==> src/rtl/spi_tx_fifo.sv <==
// spi_tx_fifo: show-ahead transmit FIFO between a word producer and an SPI
// serializer. The head word is visible on read_data whenever empty is low,
// so the serializer can capture it in the same cycle it asserts read_en.
//
// Optional feature: define SPI_TX_FIFO_ERR_FLAGS_EN to add the sticky
// overflow / underflow error flag ports. Without it those ports and their
// logic are absent and all other behaviour is identical.
module spi_tx_fifo #(
    parameter int DATA_WIDTH = 8,
    parameter int DEPTH      = 8
) (
    input  logic                    clk,
    input  logic                    rst,
    input  logic                    write_en,
    input  logic [DATA_WIDTH-1:0]   write_data,
    input  logic                    read_en,
    output logic [DATA_WIDTH-1:0]   read_data,
    output logic                    full,
    output logic                    empty,
    output logic [$clog2(DEPTH):0]  count
`ifdef SPI_TX_FIFO_ERR_FLAGS_EN
    ,
    output logic                    overflow,
    output logic                    underflow
`endif
);

    localparam int AW = $clog2(DEPTH);
    localparam int CW = AW + 1;
    localparam logic [CW-1:0] DEPTH_C = CW'(DEPTH);

    logic [DATA_WIDTH-1:0] mem [DEPTH];
    logic [AW-1:0]         wr_ptr;
    logic [AW-1:0]         rd_ptr;
    logic                  push;
    logic                  pop;

    // Flags come straight from the registered occupancy, so they can never
    // both be high.
    assign full  = (count == DEPTH_C);
    assign empty = (count == '0);

    // A pop is only taken when something is stored. A push is taken when
    // there is room, or when the FIFO is full but the same-cycle pop frees
    // the head slot (the new word lands in the slot being vacated).
    assign pop  = read_en && !empty;
    assign push = write_en && (!full || read_en);

    // Show-ahead head word; forced to zero when empty so stale memory
    // contents never leak out.
    assign read_data = empty ? '0 : mem[rd_ptr];

    // Storage array: no reset, writes suppressed while rst is held.
    always_ff @(posedge clk) begin
        if (push && !rst) begin
            mem[wr_ptr] <= write_data;
        end
    end

    // Pointers and occupancy; power-of-two depth gives natural wrap.
    always_ff @(posedge clk or posedge rst) begin
        if (rst) begin
            wr_ptr <= '0;
            rd_ptr <= '0;
            count  <= '0;
        end else begin
            if (push) begin
                wr_ptr <= wr_ptr + AW'(1);
            end
            if (pop) begin
                rd_ptr <= rd_ptr + AW'(1);
            end
            if (push && !pop) begin
                count <= count + CW'(1);
            end else if (pop && !push) begin
                count <= count - CW'(1);
            end
        end
    end

`ifdef SPI_TX_FIFO_ERR_FLAGS_EN
    // Sticky error flags: overflow marks a dropped write (full, no pop to
    // make room), underflow marks a read request against an empty FIFO.
    always_ff @(posedge clk or posedge rst) begin
        if (rst) begin
            overflow  <= 1'b0;
            underflow <= 1'b0;
        end else begin
            if (write_en && full && !read_en) begin
                overflow <= 1'b1;
            end
            if (read_en && empty) begin
                underflow <= 1'b1;
            end
        end
    end
`endif

endmodule

==> config.mk <==
export PLATFORM = sky130hd
export DESIGN_NAME = spi_tx_fifo
export DESIGN_NICKNAME = d
export VERILOG_FILES = /design/src/rtl/spi_tx_fifo.sv
export SDC_FILE = /design/constraint.sdc
export NUM_CORES = 1
export LEC_CHECK = 0
export ABC_AREA = 1
export CORE_ASPECT_RATIO = 1.5
export CORE_UTILIZATION = 60
export CTS_BUF_LIST = sky130_fd_sc_hd__clkbuf_8
export DETAILED_ROUTE_END_ITERATION = 10
export PLACE_DENSITY = 0.81
export SYNTH_ARGS = -nofsm -noshare
export SYNTH_HDL_FRONTEND = slang
export SYNTH_SLANG_ARGS = --single-unit
==> constraint.sdc <==
create_clock -name clk -period 3 [get_ports clk]
set_input_delay 0.6 -clock clk [delete_from_list [all_inputs] [get_ports clk]]
set_output_delay 0.6 -clock clk [all_outputs]
set_load 0.005 [all_outputs]
==> results of run 1 <==
worst paths after layout:
check,from,to,slack [ns],cells after the start
worst max-delay path,rd_ptr[0],read_data[4],0.16,7
worst min-delay path,rst,count[1],0.53,3
worst max register to register,count[0],count[3],0.75,12
worst min register to register,count[3],count[3],0.61,2
max in group asynchronous,rst,rd_ptr[1],2.27,3
min in group clk,count[3],count[3],0.61,2
cell type report:
class / instances / area share [%]
clock buffer: 9 / 3.03
multi-input combinational: 197 / 23.3
tap: 70 / 2.14
timing repair buffer: 36 / 8.15
inverter: 78 / 7.29
clock inverter: 7 / 2.91
sequential: 74 / 53.2
synth_stat cells (5+ instances only):
master	count	area, µm²
buf_6	5	56.3
dfrtp_1	10	250
edfxtp_1	64	1920
ha_1	5	62.6
inv_1	75	282
nand2_1	96	360
nand2_2	6	37.5
nand3_1	45	225
nor2_1	24	90.1
worst max-delay path, stage by stage (launching register included):
cell and delay, ns:
dfrtp_1 0.61, inv_4 0.25, nand2_1 0.12, nand3_1 0.07, nand2_1 0.10, nor2_1 0.04, nor2_1 0.18, clkdlybuf4s50_1 0.52
power groups by stage:
stage / clock (mW) / sequential, mW / combinational (mW)
final: 0.917 / 1.46 / 1.37
after detailed placement: 0 / 1.48 / 1.37
after global placement: 0 / 1.47 / 1.33
after CTS: 0.925 / 1.46 / 1.39
after global routing: 0.969 / 1.48 / 1.55
after floorplan: 0 / 1.35 / 1.02
metal layers:
layer / track usage (%) / vias up / wire [µm] / share of wire, %
met3: 3.91 / 11 / 383 / 5.4
met1: 30.1 / 1151 / 2680 / 38
met4: 13.9 / 0 / 181 / 2.5
li1: - / 1200 / - / -
met2: 49.4 / 84 / 3890 / 55
met5: 0 / - / 0 / 0
timing repair:
action	4_1_cts	5_1_grt
endpoints found under the setup margin	0	1
buffers inserted	0	0
gates resized for setup	0	1
hold endpoints to repair	0	0
through the flow:
stage	hold slack [ns]	util (%)	area, µm²
after CTS	0.524	73.2	4080
after global placement	0.583	68.9	3840
final	0.533	73.3	4080
after floorplan	0.473	-	3520
after detailed placement	0.589	68.9	3840
after global routing	0.570	73.3	4080
cell families after synthesis:
kind of cell / share of synthesized area (%)
flops: 61.7
simple gates: 22.7
compound gates: 0.711
buf+inv: 11.3
fa+ha+maj: 2.35
xor+xnor: 1.24
state kept, by name, indices dropped and copies added (netlist names):
name and count:
count 4, mem 64, rd_ptr 3, wr_ptr 3
cell usage in the layout (no fill, tap or decap), types with 2 or more instances in the layout:
cell type	Yosys	routed
nor3_1	4	4
bufinv_16	0	3
buf_4	4	11
dfrtp_1	10	9
inv_1	75	76
nand2_2	6	6
nand2_1	96	96
xnor2_1	4	4
clkinv_4	0	2
o21ai_0	4	4
inv_4	2	2
edfxtp_1	64	64
nand3_1	45	45
clkdlybuf4s50_1	0	25
ha_1	5	5
clkbuf_8	0	9
nor2_1	24	24
==> flow_summary.yaml, run 1 <==
run_status:
  status: "finished, final reports clean"
finish:
  seq_area_um2: 2170
  syn2layout_area_growth_pct: 16.0
  layout.cells.non_filler: 471
  fill_cells: 393
  multiInputGateArea_um2: 950
  antennaDiodeCount: 0
  nets: 414
  layout-drive-gt1-share_pct: 10.2
flow_run:
  drv_cap: 0
yosys:
  avgSynthCellArea_um2: 9.75
  synth_sequential_area_ratio_pct: 61.7
  ys_ff_latch: 74
  async_flop_share_pct: 13.5
  syn_inst: 361
  synth_area_um2: 3520
  yosysWarnings: 0
  synth_nets: 379
  ys_types: 25
  synthFlopType: "edfxtp_1"
  synth_edf_count: 64
global_routing:
  grt_pass1_wl_mm: 11.7
  antenna_found_initial: 0
  grt_use_total_pct: 26.9
  grt_overflow: 0
  grt_pass1_vias: 2418
  grt_max_degree: 34
sta:
  worst_pin_slew_ns: 0.690
  fmaxAchievable_ghz: 0.352
  setup_viol_count_final: 0
  final_max_slew_viol_count: 0
  fin_ws_ns: 0.158
  finalHoldViolations: 0
  rsz0062_at_grt: "false"
  slew_headroom_pct: 54.0
  clock_skew_ns: 0.0129
  min_period_over_period_pct: 94.7
  fin_crit_ns: 2.84
  tns_ns: 0
placed_design:
  gp_routability_congestion: 0.758
  hpwl_mm: 4.48
  post-place-ws_ns: 0.236
  io_buffers: 25
  dp_cells: 455
hold_path:
  hold_path_class: "in -> async"
drt:
  postRouteAntennaNets: 0
  drtPass1Iterations: 4
  drtIter0Drc: 103
  drt-wirelength-per-cell_um: 15.1
  vias: 2446
  routed_wl_mm: 7.13
  via_per_inst: 5.19
  drc: 0
floorplanning:
  die_height_um: 95.8
  die_width_um: 64.5
  rows: 33
  die_area_um2: 6180
  start_util_pct: 63.2
  io_pins: 26
  fp.coreArea_um2: 5570
clock_tree:
  tritoncts: "done"
  numCtsBuffers: 9
  cts.hold.buffers_added: 0
  path_clk_slew_ns: 0.08
  cts.path.max_buffers: 2
  cts_root_buf: "clkbuf_8"
  clkLatencyLatePin_ns: 0.35
  htree_levels: 3
  cts.sinks: 74
setup_path:
  critPathMaxFanout: 33
  arrival_ns: 2.24
  criticalPathCategory: "reg -> out"
  critPathRequiredTime_ns: 2.40
  start_kind: "flop"
  cp-end-kind: "output pin"
power:
  p_int_mw: 2.43
  p_sw_share_pct: 35.3
  power.leakage_nw: 1.87
  p_sw_mw: 1.32
  combPwrFrac_pct: 36.7
  ir_drop_mv: 0.560
  clockPowerShare_pct: 24.4
  p_seq_share_pct: 38.9
  p_per_area_nw_per_um2: 918
  power_mw: 3.75
Power figures use the tool's default switching activity.
==> inputs of run 2 (changes only) <==
--- a/config.mk
+++ b/config.mk
@@ -11,6 +11,7 @@
 export CTS_BUF_LIST = sky130_fd_sc_hd__clkbuf_8
 export DETAILED_ROUTE_END_ITERATION = 10
 export PLACE_DENSITY = 0.81
+export REMOVE_ABC_BUFFERS = 1
 export SYNTH_ARGS = -nofsm -noshare
 export SYNTH_HDL_FRONTEND = slang
 export SYNTH_SLANG_ARGS = --single-unit
==> flow_summary.yaml, run 2 (synthesis gave the netlist of run 1 again) <==
sta:
  finalHoldViolations: 0
  min_period_over_period_pct: 89.6
  final_max_slew_viol_count: 0
  slew_headroom_pct: 52.9
  worst_pin_slew_ns: 0.706
  setup_viol_count_final: 0
  fmaxAchievable_ghz: 0.372
  fin_crit_ns: 2.69
  rsz0062_at_grt: "false"
  holdWs_ns: 0.590
  tns_ns: 0
  clock_skew_ns: 0.0114
power:
  p_per_area_nw_per_um2: 863
  ir_drop_mv: 0.571
  power.leakage_nw: 1.85
  power_mw: 3.45
clock_tree:
  tritoncts: "done"
  cts.sinks: 74
  postCtsSetupRepairBufs: 0
  cts.hold.buffers_added: 0
  numCtsBuffers: 9
  cts_root_buf: "clkbuf_8"
  cts.path.max_buffers: 2
  htree_levels: 3
  path_clk_slew_ns: 0.07
  ctsResizeCount: 0
  clkLatencyLatePin_ns: 0.33
setup_path:
  r2r_slack_ns: 0.73
  worst_path_most_repeated_cell: "nand3_1"
  crit_family: "buffers and inverters"
  worstSetupStartpoint: "rd_ptr[0]"
  reg2regPathDepth: 12
  endpoint: "read_data[2]"
  cp_num_cells: 7
  cp-end-kind: "output pin"
  timing.rr.start: "count[0]"
  start_kind: "flop"
  arrival_ns: 2.09
  cpPeakStageDelay_ns: 0.52
  slowest_stage: "dfrtp_1"
  critPathRequiredTime_ns: 2.40
  critPathMaxFanout: 33
  criticalPathCategory: "reg -> out"
  path_cells: "inv_4, nand2_2, nand3_1, nand3_1, nand2_1, nor2_1, clkdlybuf4s50_1"
  timing.rr.end: "count[3]"
  path_buf_inv: 2
floorplanning:
  io_pins: 26
  rows: 33
  fp.coreArea_um2: 5570
  die_height_um: 95.8
  start_util_pct: 63.2
  die_area_um2: 6180
  die_width_um: 64.5
global_routing:
  grt_max_degree: 34
  grt_use_total_pct: 24.8
  antenna_found_initial: 0
  grt_pass1_vias: 2483
  grt_overflow: 0
  grt_pass1_wl_mm: 10.9
drt:
  routed_wl_mm: 6.61
  drt-wirelength-per-cell_um: 14.0
  drtIter0Drc: 112
  vias: 2425
  via_per_inst: 5.15
  postRouteAntennaNets: 0
  drtPass1Iterations: 4
  drc: 0
finish:
  final_common_cell: "nand2_1"
  layout_common_cells: "nand2_1 (96), inv_1 (78), edfxtp_1 (64)"
  layout-drive-gt1-share_pct: 9.23
  nets: 415
  syn2layout_area_growth_pct: 13.6
  antennaDiodeCount: 0
  largest_register_ffs: 64
  top_regs: "mem (64), count (4)"
  top_register: "mem"
run_status:
  status: "finished, final reports clean"
placed_design:
  gp_routability_congestion: 0.820
  io_buffers: 25
  hpwl_mm: 4.21
hold_path:
  hold_path_class: "reg -> reg"
flow_run:
  drv_cap: 0
-- run 2: cell types whose count changed in the layout (fill, tap and decap cells not counted), sizes merged --
cell / previous run / this run
buf: 11 / 12
inv: 79 / 81
clkinv: 2 / 3
bufinv: 3 / 0
clkinvlp: 1 / 0
-- run 2: metrics by stage --
| step | area [µm²] | instances | setup WS, ns | utilization [%] |
|---|---|---|---|---|
| final | 4000 | 471 | 0.311 | 71.8 |
| after global routing | 4000 | 471 | 0.137 | 71.8 |
| after CTS | 4000 | 471 | 0.309 | 71.8 |
| after detailed placement | 3850 | 456 | 0.235 | 69.0 |
| after global placement | 3850 | 456 | 0.291 | 69.0 |
| after floorplan | 3420 | 349 | 0.873 | - |
-- run 2: layer usage --
| metal | vias to the layer above | part of all wire, % | track usage (%) |
|---|---|---|---|
| met2 | 83 | 55 | 43.1 |
| met1 | 1119 | 37 | 26.7 |
| met5 | - | 0 | 0 |
| met3 | 19 | 5.6 | 5.69 |
| met4 | 0 | 2.7 | 16.9 |
| li1 | 1204 | - | - |
-- run 2: how the worst min path moves through the flow --
stage / start / end / slack, ns / depth (start not counted)
after global routing: wr_ptr[2] / wr_ptr[2] / 0.63 / 2
after floorplan: rst / count[0] / 0.47 / 1
after global placement: wr_ptr[1] / wr_ptr[1] / 0.57 / 2
after detailed placement: count[3] / count[3] / 0.57 / 2
after CTS: wr_ptr[1] / wr_ptr[1] / 0.59 / 2
final: count[3] / count[3] / 0.59 / 2
-- run 2: where the power goes --
group,internal (mW),switching (mW),total (mW)
clock network,0.283,0.318,0.602
registers,1.24,0.173,1.42
logic,0.651,0.783,1.43
total,2.18,1.27,3.45
-- run 2: final cells by class --
type	count	area [µm²]
multi-input cells	197	950
repair buffers	37	340
flip-flops and latches	74	2170
well taps	70	87.6
clock buffers	9	124
fillers	370	1570
clock inverters	6	28.8
inverters	78	298
-- run 2: worst min-delay path: cells and delay by family, from the launching register on --
kind             cells  cell delay [ns]
DFF                  1             0.43
and+or+nand+nor      2             0.13
==> inputs of run 3 (changes only) <==
--- a/config.mk
+++ b/config.mk
@@ -7,6 +7,7 @@
 export LEC_CHECK = 0
 export ABC_AREA = 1
 export CORE_ASPECT_RATIO = 1.5
+export CORE_MARGIN = 1.5
 export CORE_UTILIZATION = 60
 export CTS_BUF_LIST = sky130_fd_sc_hd__clkbuf_8
 export DETAILED_ROUTE_END_ITERATION = 10
==> flow_summary.yaml, run 3 (synthesis gave the netlist of run 1 again) <==
floorplanning:
  fp.coreArea_um2: 5740
  die_width_um: 65.5
  rows: 34
  die_height_um: 96.8
  start_util_pct: 61.3
  io_pins: 26
  die_area_um2: 6350
power:
  p_sw_mw: 1.29
  power_mw: 3.64
  clockPowerShare_pct: 21.8
  p_seq_share_pct: 38.6
  p_sw_share_pct: 35.3
  power.leakage_nw: 1.86
  combPwrFrac_pct: 39.6
  p_int_mw: 2.36
  ir_drop_mv: 0.699
  p_per_area_nw_per_um2: 898
sta:
  min_period_over_period_pct: 91.6
  fin_ws_ns: 0.252
  setup_viol_count_final: 0
  fin_crit_ns: 2.75
  final_max_slew_viol_count: 0
  clock_skew_ns: 0.00903
  finalHoldViolations: 0
  rsz0062_at_grt: "false"
  fmaxAchievable_ghz: 0.364
  worst_pin_slew_ns: 0.703
  slew_headroom_pct: 53.2
  tns_ns: 0
drt:
  vias: 2377
  via_per_inst: 5.03
  postRouteAntennaNets: 0
  routed_wl_mm: 6.66
  drtIter0Drc: 179
  drt-wirelength-per-cell_um: 14.1
  drtPass1Iterations: 4
  drc: 0
clock_tree:
  ctsResizeCount: 0
  cts.hold.buffers_added: 0
  cts.sinks: 74
  path_clk_slew_ns: 0.07
  cts_root_buf: "clkbuf_8"
  clkLatencyLatePin_ns: 0.35
  postCtsSetupRepairBufs: 0
  tritoncts: "done"
  htree_levels: 3
  numCtsBuffers: 9
  cts.path.max_buffers: 2
setup_path:
  cp-end-kind: "output pin"
  arrival_ns: 2.15
  path_cells: "buf_6, inv_4, nand2_1, nand3_1, nand2_1, nor2_1, nor2_1, clkdlybuf4s50_1"
  critPathRequiredTime_ns: 2.40
  critPathMaxFanout: 33
  cpPeakStageDelay_ns: 0.53
  criticalPathCategory: "reg -> out"
  start_kind: "flop"
  slowest_stage: "clkdlybuf4s50_1"
global_routing:
  grt_pass1_vias: 2331
  grt_util_met2_pct: 39.5
  antenna_found_initial: 0
  grt_max_degree: 34
  use_met1_pct: 29.4
  grt-busiest-layer: "met2"
  grt_overflow: 0
  grt_use_met3_pct: 6.28
  grt_use_total_pct: 24.3
  grt_pass1_wl_mm: 11.2
finish:
  final_common_cell: "nand2_1"
  antennaDiodeCount: 0
  largest_register_ffs: 64
  seq_area_um2: 2170
  syn2layout_area_growth_pct: 15.3
  top_regs: "mem (64), count (4)"
  nets: 415
  top_register: "mem"
  layout_common_cells: "nand2_1 (96), inv_1 (75), edfxtp_1 (64)"
  layout-drive-gt1-share_pct: 9.73
  multiInputGateArea_um2: 950
  fill_cells: 396
placed_design:
  gp_routability_congestion: 0.803
  post-place-ws_ns: 0.216
  io_buffers: 25
  hpwl_mm: 4.18
run_status:
  status: "finished, final reports clean"
flow_run:
  drv_cap: 0
hold_path:
  hold_path_class: "reg -> reg"
-- run 3: changes by cell type in the layout (fill, tap and decap cells not counted) --
| cell | previous run | this run |
|---|---|---|
| inv_6 | 0 | 1 |
| bufinv_16 | 0 | 2 |
| clkinv_1 | 1 | 2 |
| buf_6 | 0 | 1 |
| clkinv_4 | 1 | 0 |
| buf_4 | 12 | 11 |
| inv_1 | 78 | 75 |
-- run 3: stage by stage --
stage / instance area (µm²) / instances / utilization (%) / hold WS [ns]
6_report: 4060 / 473 / 70.7 / 0.587
5_1_grt: 4060 / 473 / 70.7 / 0.619
4_1_cts: 4060 / 473 / 70.6 / 0.582
3_5_place_dp: 3850 / 458 / 67.0 / 0.561
3_3_place_gp: 3850 / 458 / 67.0 / 0.564
2_1_floorplan: 3420 / 349 / - / 0.473
-- run 3: final cells by class --
type / instances / share of cell area [%]
Clock buffer: 9 / 3.05
Sequential cell: 74 / 53.5
Clock inverter: 6 / 2.00
Tap cell: 72 / 2.22
Timing Repair Buffer: 37 / 8.48
Inverter: 78 / 7.34
Multi-Input combinational cell: 197 / 23.4
-- run 3: power by group through the flow --
stage	clock, mW	sequential, mW	combinational [mW]
2_1_floorplan	0	1.44	0.794
3_3_place_gp	0	1.42	1.39
3_5_place_dp	0	1.42	1.44
4_1_cts	0.804	1.41	1.45
5_1_grt	0.839	1.42	1.64
6_report	0.794	1.41	1.44
-- run 3: path summary, 6_finish.rpt --
check	startpoint	to	slack (ns)	cells past startpoint
setup / recovery	rd_ptr[0]	read_data[5]	0.25	8
hold / removal	count[2]	count[2]	0.59	2
setup reg to reg	count[0]	count[3]	0.73	12
hold reg to reg	count[2]	count[2]	0.59	2
max in group asynchronous	rst	rd_ptr[1]	2.21	3
min in group asynchronous	rst	count[2]	0.63	3
-- run 3: worst max-delay path: cells and delay by family (launching register included) --
family                 cells  cell delay, ns
buffers and inverters      3            0.93
AND/OR/NAND/NOR            5            0.48
flip-flops                 1            0.39
-- run 3: per-layer routing --
layer	routed length, µm	vias up
met4	106	0
met1	2430	1080
met3	498	9
li1	-	1203
met2	3630	85
met5	0	-
